## src/rtl/serial_to_parallel.sv

```systemverilog
// LSB-first serial-to-parallel receiver with optional trailing even-parity check.
// Completed words are held in a separate output register behind a valid/ready handshake.
module serial_to_parallel #(
    parameter int DATA_WIDTH = 8,
    parameter int PARITY_EN  = 1
) (
    input  logic                  clk,
    input  logic                  rst,
    input  logic                  serial_in,
    input  logic                  serial_valid,
    input  logic                  serial_start,
    output logic [DATA_WIDTH-1:0] parallel_out,
    output logic                  parallel_valid,
    input  logic                  parallel_ready,
    output logic                  parity_err,
    output logic                  overrun,
    output logic                  frame_err
);

    localparam int CNT_W = (DATA_WIDTH > 1) ? $clog2(DATA_WIDTH) : 1;

    typedef enum logic [1:0] {
        IDLE,
        DATA,
        PAR
    } state_t;

    state_t                  state;
    logic [CNT_W-1:0]        bit_cnt;
    logic [DATA_WIDTH-1:0]   shift_reg;
    logic [DATA_WIDTH-1:0]   merged_word;
    logic [DATA_WIDTH-1:0]   done_word;
    logic                    last_data_bit;
    logic                    word_done;
    logic                    word_perr;
    logic                    slot_free;

    // The shift register with the current bit already merged in; in PAR the data is complete.
    always_comb begin
        merged_word            = shift_reg;
        merged_word[bit_cnt]   = serial_in;
        last_data_bit          = (bit_cnt == CNT_W'(DATA_WIDTH - 1));
        word_done              = 1'b0;
        word_perr              = 1'b0;
        done_word              = merged_word;
        if (serial_valid && !serial_start) begin
            case (state)
                DATA: begin
                    if (last_data_bit && PARITY_EN == 0) begin
                        word_done = 1'b1;
                    end
                end
                PAR: begin
                    word_done = 1'b1;
                    done_word = shift_reg;
                    word_perr = (^shift_reg) ^ serial_in;
                end
                default: ;
            endcase
        end
        slot_free = !parallel_valid || parallel_ready;
    end

    always_ff @(posedge clk) begin
        if (rst) begin
            state          <= IDLE;
            bit_cnt        <= '0;
            shift_reg      <= '0;
            parallel_out   <= '0;
            parallel_valid <= 1'b0;
            parity_err     <= 1'b0;
            overrun        <= 1'b0;
            frame_err      <= 1'b0;
        end else begin
            overrun   <= 1'b0;
            frame_err <= 1'b0;

            // A start always begins a fresh frame; outside IDLE it aborts the partial one.
            if (serial_valid) begin
                if (serial_start) begin
                    if (state != IDLE) begin
                        frame_err <= 1'b1;
                    end
                    shift_reg <= DATA_WIDTH'(serial_in);
                    bit_cnt   <= CNT_W'(1);
                    state     <= DATA;
                end else begin
                    case (state)
                        DATA: begin
                            shift_reg <= merged_word;
                            if (last_data_bit) begin
                                bit_cnt <= '0;
                                state   <= (PARITY_EN != 0) ? PAR : IDLE;
                            end else begin
                                bit_cnt <= bit_cnt + CNT_W'(1);
                            end
                        end
                        PAR: begin
                            bit_cnt <= '0;
                            state   <= IDLE;
                        end
                        default: ;
                    endcase
                end
            end

            if (parallel_valid && parallel_ready) begin
                parallel_valid <= 1'b0;
            end

            // A word finishing while the slot is still held is dropped, not queued.
            if (word_done) begin
                if (slot_free) begin
                    parallel_out   <= done_word;
                    parity_err     <= word_perr;
                    parallel_valid <= 1'b1;
                end else begin
                    overrun <= 1'b1;
                end
            end
        end
    end

endmodule

```

## config.mk

```make
export PLATFORM = sky130hd
export DESIGN_NAME = serial_to_parallel
export DESIGN_NICKNAME = d
export VERILOG_FILES = /design/src/rtl/serial_to_parallel.sv
export SDC_FILE = /design/constraint.sdc
export NUM_CORES = 1
export LEC_CHECK = 0
export ABC_AREA = 0
export CAP_MARGIN = 20
export CORE_ASPECT_RATIO = 1.4
export CORE_MARGIN = 2
export CORE_UTILIZATION = 52
export CTS_CLUSTER_SIZE = 28
export DETAILED_ROUTE_END_ITERATION = 7
export PLACE_DENSITY = 0.82
export RECOVER_POWER = 100
export SYNTH_ARGS = -nofsm -noshare
export SYNTH_HDL_FRONTEND = slang
export SYNTH_SLANG_ARGS = --single-unit
```

## constraint.sdc

```tcl
create_clock -name clk -period 1.75 [get_ports clk]
set_clock_uncertainty 0.05 [all_clocks]
set_input_delay 0.175 -clock clk [delete_from_list [all_inputs] [get_ports clk]]
set_output_delay 0.175 -clock clk [all_outputs]
set_load 0.03 [all_outputs]
```

==> flow_summary.yaml, run 1 <==
status:
  outcome: "complete, no violations"
detailed_routing:
  avgRoutedWirePerCell_um: 13.8
  routed_via_density: 5.82
  drc: 0
  drtIter0Drc: 44
  vias: 1024
  ant_nets: 0
  first_pass_iters: 5
  wl_met2_mm: 1.30
  top_layer: "met4"
  wl_met3_um: 53
  routed_wl_mm: 2.43
  drt-met1-wl_mm: 1.03
synth:
  synthMuxAreaShare_pct: 7.59
  synth_top_family_by_area: "simple AND/OR/NAND/NOR gates"
  synth_area_per_cell_um2: 8.92
  syn_nets: 141
  synth_top_flop_cell: "dfxtp_1"
  synth_fa_ha_area_share_pct: 2.11
  ys_seq_area_share_pct: 42.2
  ys_types: 33
  syn_inst: 133
  synth_compound_area_share_pct: 16.9
  synth-xor-area-share_pct: 6.33
  ys_async_sr_fraction_pct: 0
  synth-edff-count: 0
  synth-seq-cells: 25
  synthSimpleGateAreaFrac_pct: 19.9
  yosys_warnings: 0
  syn_area_mm2: 0.00119
floorplanning:
  dieArea_mm2: 0.00268
  coreArea_mm2: 0.00218
  fp.dieW_um: 44.4
  rows: 20
  ioPinCount: 18
  initial_core_util_pct: 54.5
  dieHeight_um: 60.5
power:
  ir_drop_v: 0.000555
  power.density_mw_per_mm2: 662
  p_leak_nw: 0.636
cells_and_area:
  layout-drive-gt1-share_pct: 9.74
  area_growth_pct: 21.6
  stdcell_area_mm2: 0.00144
  fillCellCount: 178
  layout_common_cells: "24 x dfxtp_1, 14 x a21oi_1, 13 x nor2_1"
  fin_nets: 163
  layoutNonFillerInstCount: 176
  final_common_cell: "dfxtp_1"
  num_antenna_cells: 0
grt:
  grt_max_degree: 26
  grt_pass1_wl_mm: 4.04
  grt_pass1_vias: 910
  overflow: 0
  antenna_found_initial: 0
  grt.total_usage_pct: 20.2
sta:
  min_period_ns: 1.65
  slew_headroom_pct: 75.0
  fin_crit_sh_pct: 94.4
  finalSetupViolCount: 0
  tightestPinTransition_ns: 0.375
  max_freq_mhz: 605
  finalHoldViolCount: 0
  finalMaxSlewViolations: 0
  rsz0062_at_grt: "no"
critical_path:
  arrival_ns: 1.43
  reg2reg_depth: 4
  crit_buf_inv: 1
  reg2reg_from: "state[0]"
  crit_chain: "dlygate4sd3_1"
  cp_max_fo: 2
  slowest_stage: "dlygate4sd3_1"
  critical_path_class: "reg2out"
  critPathLaunch: "parallel_out[7]"
  start_kind: "flop"
  cp.required_ns: 1.52
  cp.depth: 1
  crit_path_end_kind: "output pin"
  path_delay_family: "buffers and inverters"
  cpPeakStageDelay_ns: 0.74
clock_network:
  postCtsSetupRepairBufs: 0
  cts_buffer_depth: 2
  post_cts_resized: 0
  postCtsHoldBufs: 0
  cts_root_buf: "clkbuf_4"
  cts_tree: "built"
  cts_sinks: 25
  htree_levels: 1
  cts_buffers: 3
  cts.reportedPaths.clkPinSlew_ns: 0.15
  clk_latency_ns: 0.33
place:
  placed_cell_area_mm2: 0.00141
  portBuffers: 17
  gp_congestion: 0.784
  dp_hpwl_mm: 1.78
  place_inst: 172
worst_hold_path:
  hp-class: "reg2reg"
  min-delay-start: "parallel_out[1]"
  hold_path_depth: 2
job:
  maxCapViolations: 0
-- metrics by stage --
stage | util [%] | TNS, ns | power (mW) | hold slack [ns] | worst slack (ns)
after CTS | 66.2 | 0 | 0.954 | 0.470 | 0.0808
after detailed placement | 64.8 | -0.111 | 0.692 | 0.436 | -0.0846
after floorplan | - | 0 | 0.655 | 0.272 | 0.294
after global routing | 66.3 | 0 | 0.993 | 0.490 | 0.0315
final | 66.3 | 0 | 0.954 | 0.456 | 0.0977
after global placement | 64.8 | -0.00416 | 0.688 | 0.423 | -0.00416
-- Yosys cell counts (3+ instances only) --
| master | n | area (um^2) |
|---|---|---|
| nand3_1 | 5 | 25.0 |
| a21oi_1 | 14 | 70.1 |
| clkbuf_1 | 6 | 22.5 |
| dfxtp_1 | 25 | 500 |
| xnor2_1 | 3 | 26.3 |
| o21ai_0 | 11 | 55.1 |
| mux2i_1 | 9 | 90.1 |
| nand2_1 | 3 | 11.3 |
| inv_1 | 3 | 11.3 |
| nor2_1 | 13 | 48.8 |
| xor2_1 | 3 | 26.3 |
| nor2b_1 | 4 | 25.0 |
| nand2b_1 | 5 | 31.3 |
-- worst paths after layout --
| check | to | slack (ns) |
|---|---|---|
| max reg2reg | parity_err | 0.13 |
| min reg2reg | parallel_out[1] | 0.46 |
| max | parallel_out[7] | 0.1 |
| min | parallel_out[1] | 0.46 |
-- kinds of logic (layout without fill, tap and decap cells) --
logic type / Yosys count / after routing
AND/OR/NAND/NOR: 42 / 42
AO/OA/AOI/OAI: 35 / 35
flip-flops: 25 / 25
buffers and inverters: 13 / 34
multiplexers: 9 / 9
XOR/XNOR: 7 / 7
adder cells (fa/ha/maj): 2 / 2
-- final cells by class --
class	instances	area (um^2)	area share, %
Tap cell	22	27.5	1.91
Clock buffer	3	22.5	1.56
Inverter	3	11.3	0.781
Timing Repair Buffer	27	245	17.0
Multi-Input combinational cell	95	627	43.5
Clock inverter	1	7.51	0.520
Sequential cell	25	502	34.8
-- per-layer routing --
metal	up-vias	GRT usage (%)
li1	510	-
met1	490	25.6
met2	17	34.2
met3	7	2.68
met4	0	8.66
met5	-	0
-- worst register-to-register path, delay by kind of cell (launching register included) --
kind	cells	cell delay (ns)
flops	1	0.43
compound gates	1	0.11
simple gates	3	0.97
-- power breakdown --
| part | total [mW] | switching, mW | internal (mW) |
|---|---|---|---|
| logic | 0.0914 | 0.0438 | 0.0476 |
| registers | 0.589 | 0.0131 | 0.576 |
| clock network | 0.274 | 0.187 | 0.0876 |
| total | 0.954 | 0.244 | 0.711 |
Note: power is estimated with default switching activity, not from simulation.
==> inputs of run 2 (changes only) <==
CELL_PAD_IN_SITES_DETAIL_PLACEMENT = 0   (was default)
CELL_PAD_IN_SITES_GLOBAL_PLACEMENT = 1   (was default)
CORE_UTILIZATION = 42   (was 52)
PLACE_DENSITY = 0.87   (was 0.82)
clock period = 2 ns   (was 1.75 ns; I/O delays follow)
==> run 2 against run 1 <==
Effect of this change: count of clock-buffer cells in the layout unchanged; sequential cell count unchanged; first-iteration DRC count is 59% lower; sequential share of layout area up 0.59 points; highest routed layer unchanged; cell area shrank 1.9%; register-to-register slack gained 0.27 ns; combinational power down 19%; global-route usage shrank 4.7 points.
==> flow_summary.yaml, run 2 (same netlist as run 1, synthesis figures left out) <==
cells_and_area:
  fin_nets: 158
  fin_util_pct: 53.6
  area_growth_pct: 19.3
  layoutNonFillerInstCount: 185
  final_common_cell: "dfxtp_1"
  layout_common_cells: "25 x dfxtp_1, 14 x a21oi_1, 13 x nor2_1"
  stdcell_area_mm2: 0.00142
  layout-drive-gt1-share_pct: 5.37
  num_antenna_cells: 0
clock_network:
  clk_latency_ns: 0.33
  cts_buffer_depth: 2
  htree_levels: 1
  cts_buffers: 3
  postCtsHoldBufs: 0
  post_cts_resized: 0
  cts_tree: "built"
  postCtsSetupRepairBufs: 0
  cts_sinks: 25
  cts_root_buf: "clkbuf_4"
  cts.reportedPaths.clkPinSlew_ns: 0.14
detailed_routing:
  routed_wl_mm: 2.18
  ant_nets: 0
  drtIter0Drc: 18
  vias: 974
  routed_via_density: 5.26
  first_pass_iters: 4
  avgRoutedWirePerCell_um: 11.8
  drc: 0
sta:
  min_period_ns: 1.69
  finalHoldViolCount: 0
  fin_ws_ns: 0.308
  finalMaxSlewViolations: 0
  rsz0062_at_grt: "no"
  finalSetupViolCount: 0
  slew_headroom_pct: 72.8
  fin_crit_sh_pct: 84.6
  setup_tns_ns: 0
  tightestPinTransition_ns: 0.403
  max_freq_mhz: 591
  hold_ws_ns: 0.449
critical_path:
  start_kind: "input pin"
  crit_path_end_kind: "flop"
  slowest_stage: "clkdlybuf4s50_1"
  cpPeakStageDelay_ns: 0.48
  arrival_ns: 1.91
  critical_path_class: "in2reg"
  cp_max_fo: 9
  cp.required_ns: 2.22
  crit_chain: "clkdlybuf4s50_1, clkbuf_1, and4bb_1, nand2_1, or3_1, a21oi_1"
place:
  place_inst: 181
  placed_cell_area_mm2: 0.00139
  dp_hpwl_mm: 1.60
  detailedPlace.worstSlack_ns: 0.0813
  portBuffers: 17
  gp_congestion: 0.787
grt:
  grt.total_usage_pct: 15.5
  grt_pass1_vias: 927
  grt_max_degree: 26
  grt_pass1_wl_mm: 3.89
  antenna_found_initial: 0
  overflow: 0
worst_hold_path:
  hp-class: "reg2reg"
power:
  p_leak_nw: 0.611
  ir_drop_v: 0.000401
  power_mw: 0.820
  power.density_mw_per_mm2: 579
floorplanning:
  coreArea_mm2: 0.00264
  dieArea_mm2: 0.00327
  fp.dieW_um: 48.9
  initial_core_util_pct: 44.9
  dieHeight_um: 66.9
  rows: 22
  ioPinCount: 18
job:
  maxCapViolations: 0
status:
  outcome: "complete, no violations"
run 2: cell types whose count changed in the layout (fill, tap and decap cells not counted), sizes merged:
cell and change:
buf -6, clkbuf +1
run 2: cell type report:
cell class | count | area (um^2)
flip-flops and latches | 25 | 500
multi-input cells | 95 | 627
clock inverters | 1 | 7.51
inverters | 3 | 11.3
well taps | 36 | 45.0
fillers | 260 | 1230
clock buffers | 3 | 22.5
repair buffers | 22 | 201
run 2: routing by layer:
metal  track usage, %  routed length, um  vias up
met3             2.02                 44        5
li1                 -                  -      505
met5                0                  0        -
met4             10.0                 57        0
met1             17.2                971      449
met2             27.7               1100       15
run 2: path summary, 6_finish.rpt:
path / endpoint / from / cells past startpoint / slack [ns]
setup / recovery: shift_reg[2] / serial_valid / 6 / 0.31
hold / removal: parity_err / parity_err / 2 / 0.45
setup reg to reg: parity_err / state[1] / 5 / 0.40
hold reg to reg: parity_err / parity_err / 2 / 0.45
run 2: critical path: cells and delay by family:
family | cells | cell delay [ns]
buffers and inverters | 2 | 0.75
and+or+nand+nor | 3 | 0.81
AOI/OAI and AO/OA | 1 | 0.15
run 2: report_power, final:
group          internal (mW)  switching, mW
clock                 0.0767          0.155
combinational         0.0371         0.0364
sequential             0.503         0.0110
